[src/rtl/alu_seq.sv]
// alu_seq: registered, handshaked ALU with accumulator and {N,Z,C,V} flag register.
//   clk, rst_n                  : clock (rising edge), async active-low reset
//   ALU_IN_VALID / ALU_IN_READY : request handshake; READY is high only in IDLE
//   ALU_DA, ALU_DB, ALU_USE_ACC : operands; USE_ACC selects the accumulator as A
//   ALU_CTL, ALU_SHIFT, ACC_CTL : opcode, shift amount, accumulator control
//   ALU_OUT_VALID / ALU_OUT_READY : result handshake; VALID is high only in DONE
//   ALU_DC, ALU_FLAGS, ALU_ACC  : registered result, flags and accumulator
module alu_seq #(
    parameter  int unsigned WIDTH   = 16,
    localparam int unsigned SHIFT_W = $clog2(WIDTH)
) (
    input  logic               clk,
    input  logic               rst_n,
    input  logic               ALU_IN_VALID,
    output logic               ALU_IN_READY,
    input  logic [WIDTH-1:0]   ALU_DA,
    input  logic [WIDTH-1:0]   ALU_DB,
    input  logic               ALU_USE_ACC,
    input  logic [3:0]         ALU_CTL,
    input  logic [SHIFT_W-1:0] ALU_SHIFT,
    input  logic [1:0]         ACC_CTL,
    output logic               ALU_OUT_VALID,
    input  logic               ALU_OUT_READY,
    output logic [WIDTH-1:0]   ALU_DC,
    output logic [3:0]         ALU_FLAGS,
    output logic [WIDTH-1:0]   ALU_ACC
);

    localparam int unsigned PW = 2 * WIDTH;

    localparam logic [3:0] OP_ADD = 4'b0000;
    localparam logic [3:0] OP_SUB = 4'b0001;
    localparam logic [3:0] OP_AND = 4'b0010;
    localparam logic [3:0] OP_OR  = 4'b0011;
    localparam logic [3:0] OP_SLL = 4'b0100;
    localparam logic [3:0] OP_SRL = 4'b0101;
    localparam logic [3:0] OP_SRA = 4'b0110;
    localparam logic [3:0] OP_XOR = 4'b0111;
    localparam logic [3:0] OP_MUL = 4'b1000;

    localparam logic [1:0] ACC_HOLD  = 2'b00;
    localparam logic [1:0] ACC_LOAD  = 2'b01;
    localparam logic [1:0] ACC_CLEAR = 2'b10;
    localparam logic [1:0] ACC_COMPL = 2'b11;

    typedef enum logic [1:0] {
        S_IDLE,
        S_MUL,
        S_DONE
    } state_t;

    state_t             state_q, state_d;
    logic [WIDTH-1:0]   dc_q, dc_d;
    logic [3:0]         flags_q, flags_d;
    logic [WIDTH-1:0]   acc_q, acc_d;
    logic [PW-1:0]      mcand_q, mcand_d;
    logic [WIDTH-1:0]   mplier_q, mplier_d;
    logic [PW-1:0]      prod_q, prod_d;
    logic [SHIFT_W-1:0] cnt_q, cnt_d;
    logic               acc_wr_q, acc_wr_d;

    logic [WIDTH-1:0]   op_a;
    logic [WIDTH-1:0]   res;
    logic               res_c;
    logic               res_v;
    logic [WIDTH:0]     sum_w;
    logic [WIDTH:0]     sh_w;
    logic [PW-1:0]      prod_sum;

    assign ALU_IN_READY  = (state_q == S_IDLE);
    assign ALU_OUT_VALID = (state_q == S_DONE);
    assign ALU_DC        = dc_q;
    assign ALU_FLAGS     = flags_q;
    assign ALU_ACC       = acc_q;

    assign op_a = ALU_USE_ACC ? acc_q : ALU_DA;

    // Single-cycle result path, evaluated on the accept edge.
    // Shifts use a one-bit guard position so the last bit shifted out lands in it
    // (and is naturally 0 for a zero shift).
    always_comb begin
        res   = op_a;
        res_c = 1'b0;
        res_v = 1'b0;
        sum_w = '0;
        sh_w  = '0;
        if (ACC_CTL == ACC_CLEAR) begin
            res = '0;
        end else if (ACC_CTL == ACC_COMPL) begin
            res = ~acc_q;
        end else begin
            unique case (ALU_CTL)
                OP_ADD: begin
                    sum_w = {1'b0, op_a} + {1'b0, ALU_DB};
                    res   = sum_w[WIDTH-1:0];
                    res_c = sum_w[WIDTH];
                    res_v = (op_a[WIDTH-1] == ALU_DB[WIDTH-1]) &&
                            (res[WIDTH-1] != op_a[WIDTH-1]);
                end
                OP_SUB: begin
                    sum_w = {1'b0, op_a} + {1'b0, ~ALU_DB} + (WIDTH+1)'(1);
                    res   = sum_w[WIDTH-1:0];
                    res_c = sum_w[WIDTH];
                    res_v = (op_a[WIDTH-1] != ALU_DB[WIDTH-1]) &&
                            (res[WIDTH-1] != op_a[WIDTH-1]);
                end
                OP_AND: res = op_a & ALU_DB;
                OP_OR:  res = op_a | ALU_DB;
                OP_XOR: res = op_a ^ ALU_DB;
                OP_SLL: begin
                    sh_w  = {1'b0, op_a} << ALU_SHIFT;
                    res   = sh_w[WIDTH-1:0];
                    res_c = sh_w[WIDTH];
                end
                OP_SRL: begin
                    sh_w  = {op_a, 1'b0} >> ALU_SHIFT;
                    res   = sh_w[WIDTH:1];
                    res_c = sh_w[0];
                end
                OP_SRA: begin
                    sh_w  = $signed({op_a, 1'b0}) >>> ALU_SHIFT;
                    res   = sh_w[WIDTH:1];
                    res_c = sh_w[0];
                end
                default: res = op_a;
            endcase
        end
    end

    // One shift-add partial product per MUL cycle.
    assign prod_sum = prod_q + (mplier_q[0] ? mcand_q : '0);

    // Next-state and register-update logic.
    always_comb begin
        state_d  = state_q;
        dc_d     = dc_q;
        flags_d  = flags_q;
        acc_d    = acc_q;
        mcand_d  = mcand_q;
        mplier_d = mplier_q;
        prod_d   = prod_q;
        cnt_d    = cnt_q;
        acc_wr_d = acc_wr_q;
        unique case (state_q)
            S_IDLE: begin
                if (ALU_IN_VALID) begin
                    if (!ACC_CTL[1] && (ALU_CTL == OP_MUL)) begin
                        state_d  = S_MUL;
                        mcand_d  = PW'(op_a);
                        mplier_d = ALU_DB;
                        prod_d   = '0;
                        cnt_d    = '0;
                        acc_wr_d = (ACC_CTL == ACC_LOAD);
                    end else begin
                        state_d = S_DONE;
                        dc_d    = res;
                        flags_d = {res[WIDTH-1], (res == '0), res_c, res_v};
                        if (ACC_CTL != ACC_HOLD) begin
                            acc_d = res;
                        end
                    end
                end
            end
            S_MUL: begin
                prod_d   = prod_sum;
                mcand_d  = mcand_q << 1;
                mplier_d = mplier_q >> 1;
                cnt_d    = cnt_q + SHIFT_W'(1);
                if (cnt_q == SHIFT_W'(WIDTH - 1)) begin
                    state_d = S_DONE;
                    dc_d    = prod_sum[WIDTH-1:0];
                    flags_d = {prod_sum[WIDTH-1], (prod_sum[WIDTH-1:0] == '0),
                               (prod_sum[PW-1:WIDTH] != '0),
                               (prod_sum[PW-1:WIDTH] != '0)};
                    if (acc_wr_q) begin
                        acc_d = prod_sum[WIDTH-1:0];
                    end
                end
            end
            S_DONE: begin
                if (ALU_OUT_READY) begin
                    state_d = S_IDLE;
                end
            end
            default: state_d = S_IDLE;
        endcase
    end

    // State and datapath registers.
    always_ff @(posedge clk or negedge rst_n) begin
        if (!rst_n) begin
            state_q  <= S_IDLE;
            dc_q     <= '0;
            flags_q  <= '0;
            acc_q    <= '0;
            mcand_q  <= '0;
            mplier_q <= '0;
            prod_q   <= '0;
            cnt_q    <= '0;
            acc_wr_q <= 1'b0;
        end else begin
            state_q  <= state_d;
            dc_q     <= dc_d;
            flags_q  <= flags_d;
            acc_q    <= acc_d;
            mcand_q  <= mcand_d;
            mplier_q <= mplier_d;
            prod_q   <= prod_d;
            cnt_q    <= cnt_d;
            acc_wr_q <= acc_wr_d;
        end
    end

endmodule

[config.mk]
export PLATFORM = sky130hd
export DESIGN_NAME = alu_seq
export DESIGN_NICKNAME = d
export VERILOG_FILES = /design/src/rtl/alu_seq.sv
export SDC_FILE = /design/constraint.sdc
export NUM_CORES = 1
export LEC_CHECK = 0
export CELL_PAD_IN_SITES_DETAIL_PLACEMENT = 1
export CELL_PAD_IN_SITES_GLOBAL_PLACEMENT = 1
export CORE_ASPECT_RATIO = 0.5
export CORE_MARGIN = 10
export CORE_UTILIZATION = 47
export CTS_BUF_LIST = sky130_fd_sc_hd__clkbuf_4 sky130_fd_sc_hd__clkbuf_8
export CTS_CLUSTER_SIZE = 16
export DETAILED_ROUTE_END_ITERATION = 8
export PLACE_DENSITY = 0.89
export SYNTH_ARGS = -nofsm -noshare
export SYNTH_HDL_FRONTEND = slang
export SYNTH_SLANG_ARGS = --single-unit
[constraint.sdc]
create_clock -name clk -period 4.75 [get_ports clk]
set_input_delay 0.475 -clock clk [delete_from_list [all_inputs] [get_ports clk]]
set_output_delay 0.475 -clock clk [all_outputs]
set_load 0.02 [all_outputs]
==> impl_metrics.csv <==
group,metric,value,unit
status,outcome,"finished clean",
global_routing,grt_max_degree,95,
yosys,ys.flop_type,"dfrtp_1",
yosys,yosysWarnings,0,
die,io_pins,85,
yosys,ys_seq_area_share,23.9,%
yosys,synth_fa_ha_area_share,9.49,%
cts,root_buffer,"clkbuf_8",
power_and_ir_drop,p_switching,4.55,mW
cts,cts_max_level,4,
power_and_ir_drop,power,8.60,mW
timing,slew_headroom,8.55,%
yosys,synth_area_per_cell,7.81,sq um
global_routing,grt_usage,35.1,%
timing,final-setup-viol-count,0,
power_and_ir_drop,vdd_drop_max,558,uV
worst_setup_path,arrival,4.92,ns
die,die_w,253,microns
global_routing,grt_pass1_vias,14600,
place,dpl.cell_count,2059,
power_and_ir_drop,p_int,4.05,mW
timing,max_freq,219,MHz
yosys,yosys-mux-area-fraction,11.2,%
power_and_ir_drop,power_leakage,6.41,nW
place,dpl_cell_area,14300,sq um
routing,dr.first_iter.drc_count,1622,
worst_setup_path,worstSetupStartpointType,"input port",
layout,final_cells,2091,
cts,cts.repair.resized,0,
yosys,synth_compound_area_share,24.9,%
timing,tightest_slew,1.35,ns
place,pre_cts_ws,-0.0372,ns
power_and_ir_drop,pwr-share-comb,66.9,%
power_and_ir_drop,swShare,53.0,%
power_and_ir_drop,power_frac_seq,22.6,%
routing,drc,0,
routing,antenna_left,0,
worst_setup_path,worstPathRequired,5.09,ns
global_routing,grt_pass1_wl,92600,microns
timing,layout_setup_ws,0.178,ns
routing,drt-total-wl,61600,microns
die,core_area,26600,sq um
worst_setup_path,crit_start,"ALU_DA[3]",
yosys,yosys.area_share.xor_xnor,2.61,%
die,row_count,42,
flow_run,drv_cap,0,
worst_setup_path,crit_path_end_kind,"register",
cts,cts_buffer_depth,2,
cts,insertion_delay,0.46,ns
routing,wl_per_cell,29.4,microns
timing,post-route-period-util,96.3,%
timing,final_max_slew_viol_count,0,
timing,rsz0062_at_grt,"no",
die,start_util,48.0,%
global_routing,antenna_found_initial,0,
worst_hold_path,hold_class,"input port to async pin",
worst_setup_path,critPathMaxFanout,7,
layout,diodes,0,
timing,period_needed,4.57,ns
cts,postCtsSetupBuffers,0,
cts,cts_made_buffers,17,
timing,finalHoldViolations,0,
die,die_y,137,microns
worst_setup_path,reg2reg_depth,13,
yosys,ys_async_sr_fraction,100,%
timing,fin_skew,0.0116,ns
worst_setup_path,r2r-end,"ALU_DC[14]",
cts,cts_hold_buf,0,
routing,viasPerCell,6.90,
cts,clkSlewWorstSetupHoldPaths,0.08,ns
routing,vias,14400,
yosys,syn_area,12800,sq um
place,numPortBuffers,84,
layout,fin_nets,1868,
place,gp_congestion,1.04,
place,dp_hpwl,47400,microns
power_and_ir_drop,clock_power_share,10.6,%
layout,fin_area,14700,sq um
yosys,synth_edf_count,0,
yosys,syn_inst,1634,
worst_setup_path,setup.worst_path.end,"ALU_DC[14]",
worst_setup_path,worstSetupPathType,"input port to register",
yosys,ys_types,83,
layout,drive_gt1_share,12.2,%
global_routing,overflow,0,
yosys,synthSimpleGateAreaFrac,22.6,%
yosys,syn_nets,1776,
yosys,synth-seq-cells,122,
routing,firstDrtPassIters,5,
yosys,synth_top_family_by_area,"compound AO/OA/AOI/OAI gates",
cts,tritoncts,"done",
power_and_ir_drop,p_per_area,585,nW/um^2
worst_setup_path,r2r_setup_slack,0.28,ns
worst_setup_path,regToRegStartpoint,"ALU_ACC[3]",
layout,area_delta_synth_final,15.2,%
die,fp.dieArea,34500,sq um
cts,numClockSinks,122,
-- placed cells by master, fill, tap and decap left out, types with 7 or more instances in the layout --
cell,synthesis,layout
clkdlybuf4s50_1,0,80
a21boi_0,7,7
and2_1,40,40
buf_4,1,96
a21o_1,24,24
xor2_1,17,17
a211oi_1,23,23
clkbuf_8,0,18
nor3_1,35,35
nor2_1,121,121
ha_1,92,92
nand4_1,19,19
nand2b_1,20,19
mux2i_1,41,41
a21oi_1,105,105
xnor2_1,21,21
a22o_1,9,9
o21a_1,12,12
inv_1,67,67
nand2_1,232,232
a22oi_1,8,8
mux4_2,30,30
a41oi_1,7,7
or3_1,8,8
a31oi_1,35,35
o211ai_1,26,26
o22ai_1,9,9
nand3_1,59,59
a211o_1,10,10
nor4_1,10,9
mux2_2,29,29
dfrtp_1,122,122
nor2b_1,22,21
o31ai_1,13,13
o21ai_0,134,134
and3_1,13,13
-- power groups by stage --
stage                     Sequential [mW]  Clock, mW  Combinational [mW]
after detailed placement             1.93          0                5.43
final                                1.94      0.911                5.75
after global placement               1.88          0                5.09
after CTS                            1.91      0.910                5.56
after global routing                 1.97      0.953                6.15
after floorplan                      1.88          0                3.51
-- metal layers --
metal	GRT usage [%]	vias to the layer above	wire (microns)	part of all wire, %
met5	0	-	0	0
met4	11.5	0	1860	3.0
met3	9.28	156	6450	10
met2	58.1	839	28200	46
met1	44.0	7276	25000	41
li1	-	6151	-	-
-- synth_stat cells, types with 24 or more instances --
| library cell | number | area share (%) |
|---|---|---|
| a31oi_1 | 35 | 1.7 |
| mux4_2 | 30 | 5.3 |
| o21ai_0 | 134 | 5.3 |
| nand2_1 | 232 | 6.8 |
| o211ai_1 | 26 | 1.5 |
| dfrtp_1 | 122 | 24 |
| clkbuf_1 | 81 | 2.4 |
| nor2_1 | 121 | 3.6 |
| mux2_2 | 29 | 2.6 |
| nand3_1 | 59 | 2.3 |
| nor3_1 | 35 | 1.4 |
| and2_1 | 40 | 2.0 |
| inv_1 | 67 | 2.0 |
| a21oi_1 | 105 | 4.1 |
| ha_1 | 92 | 9.0 |
| a21o_1 | 24 | 1.4 |
| mux2i_1 | 41 | 3.2 |
-- how the worst min path moves through the flow --
stage	startpoint	cells past startpoint	to	slack, ns
after floorplan	rst_n	0	ALU_ACC[0]	0.18
final	rst_n	2	state_q[0]	0.07
after CTS	rst_n	2	state_q[0]	0.07
after global routing	rst_n	2	state_q[0]	0.09
after global placement	prod_q[9]	2	prod_q[9]	0.47
after detailed placement	prod_q[13]	2	prod_q[13]	0.47
-- stage by stage --
| stage | TNS, ns | hold slack (ns) | util, % |
|---|---|---|---|
| after detailed placement | -0.0372 | 0.475 | 53.9 |
| after global placement | 0 | 0.467 | 53.9 |
| after CTS | 0 | 0.0730 | 55.3 |
| after global routing | 0 | 0.0919 | 55.3 |
| final | 0 | 0.0668 | 55.3 |
| after floorplan | 0 | 0.179 | - |
-- cell type report --
cell class / count / area, sq um
fillers: 3266 / 11900
multi-input cells: 1336 / 9040
flip-flops and latches: 122 / 3050
repair buffers: 179 / 1540
well taps: 352 / 440
clock buffers: 21 / 270
inverters: 70 / 263
clock inverters: 11 / 97.6
-- flip-flops by register name, indices dropped and copies added, names as in the netlist --
register and flops:
cnt_q 4, ALU_DC 16, state_q 2, ALU_FLAGS 3
ALU_ACC 16, mcand_q 32, acc_wr_q 1, prod_q 32
mplier_q 16
-- cell families after synthesis --
family	count (synthesis)
AND/OR/NAND/NOR	611
AO/OA/AOI/OAI	491
buffers and inverters	176
flip-flops	122
multiplexers	101
adder cells (fa/ha/maj)	95
XOR/XNOR	38
-- worst max-delay path: stages --
cell,delay [ns]
clkdlybuf4s50_1,0.53
mux2i_1,0.36
buf_4,0.22
ha_1,0.29
nor3_1,0.31
o21ai_0,0.24
a211oi_1,0.63
o211ai_1,0.30
a221oi_1,0.60
xnor2_1,0.13
o221ai_1,0.22
o21a_1,0.20
mux2i_1,0.10
o21ai_0,0.31
(Power assumes the default switching activity.)
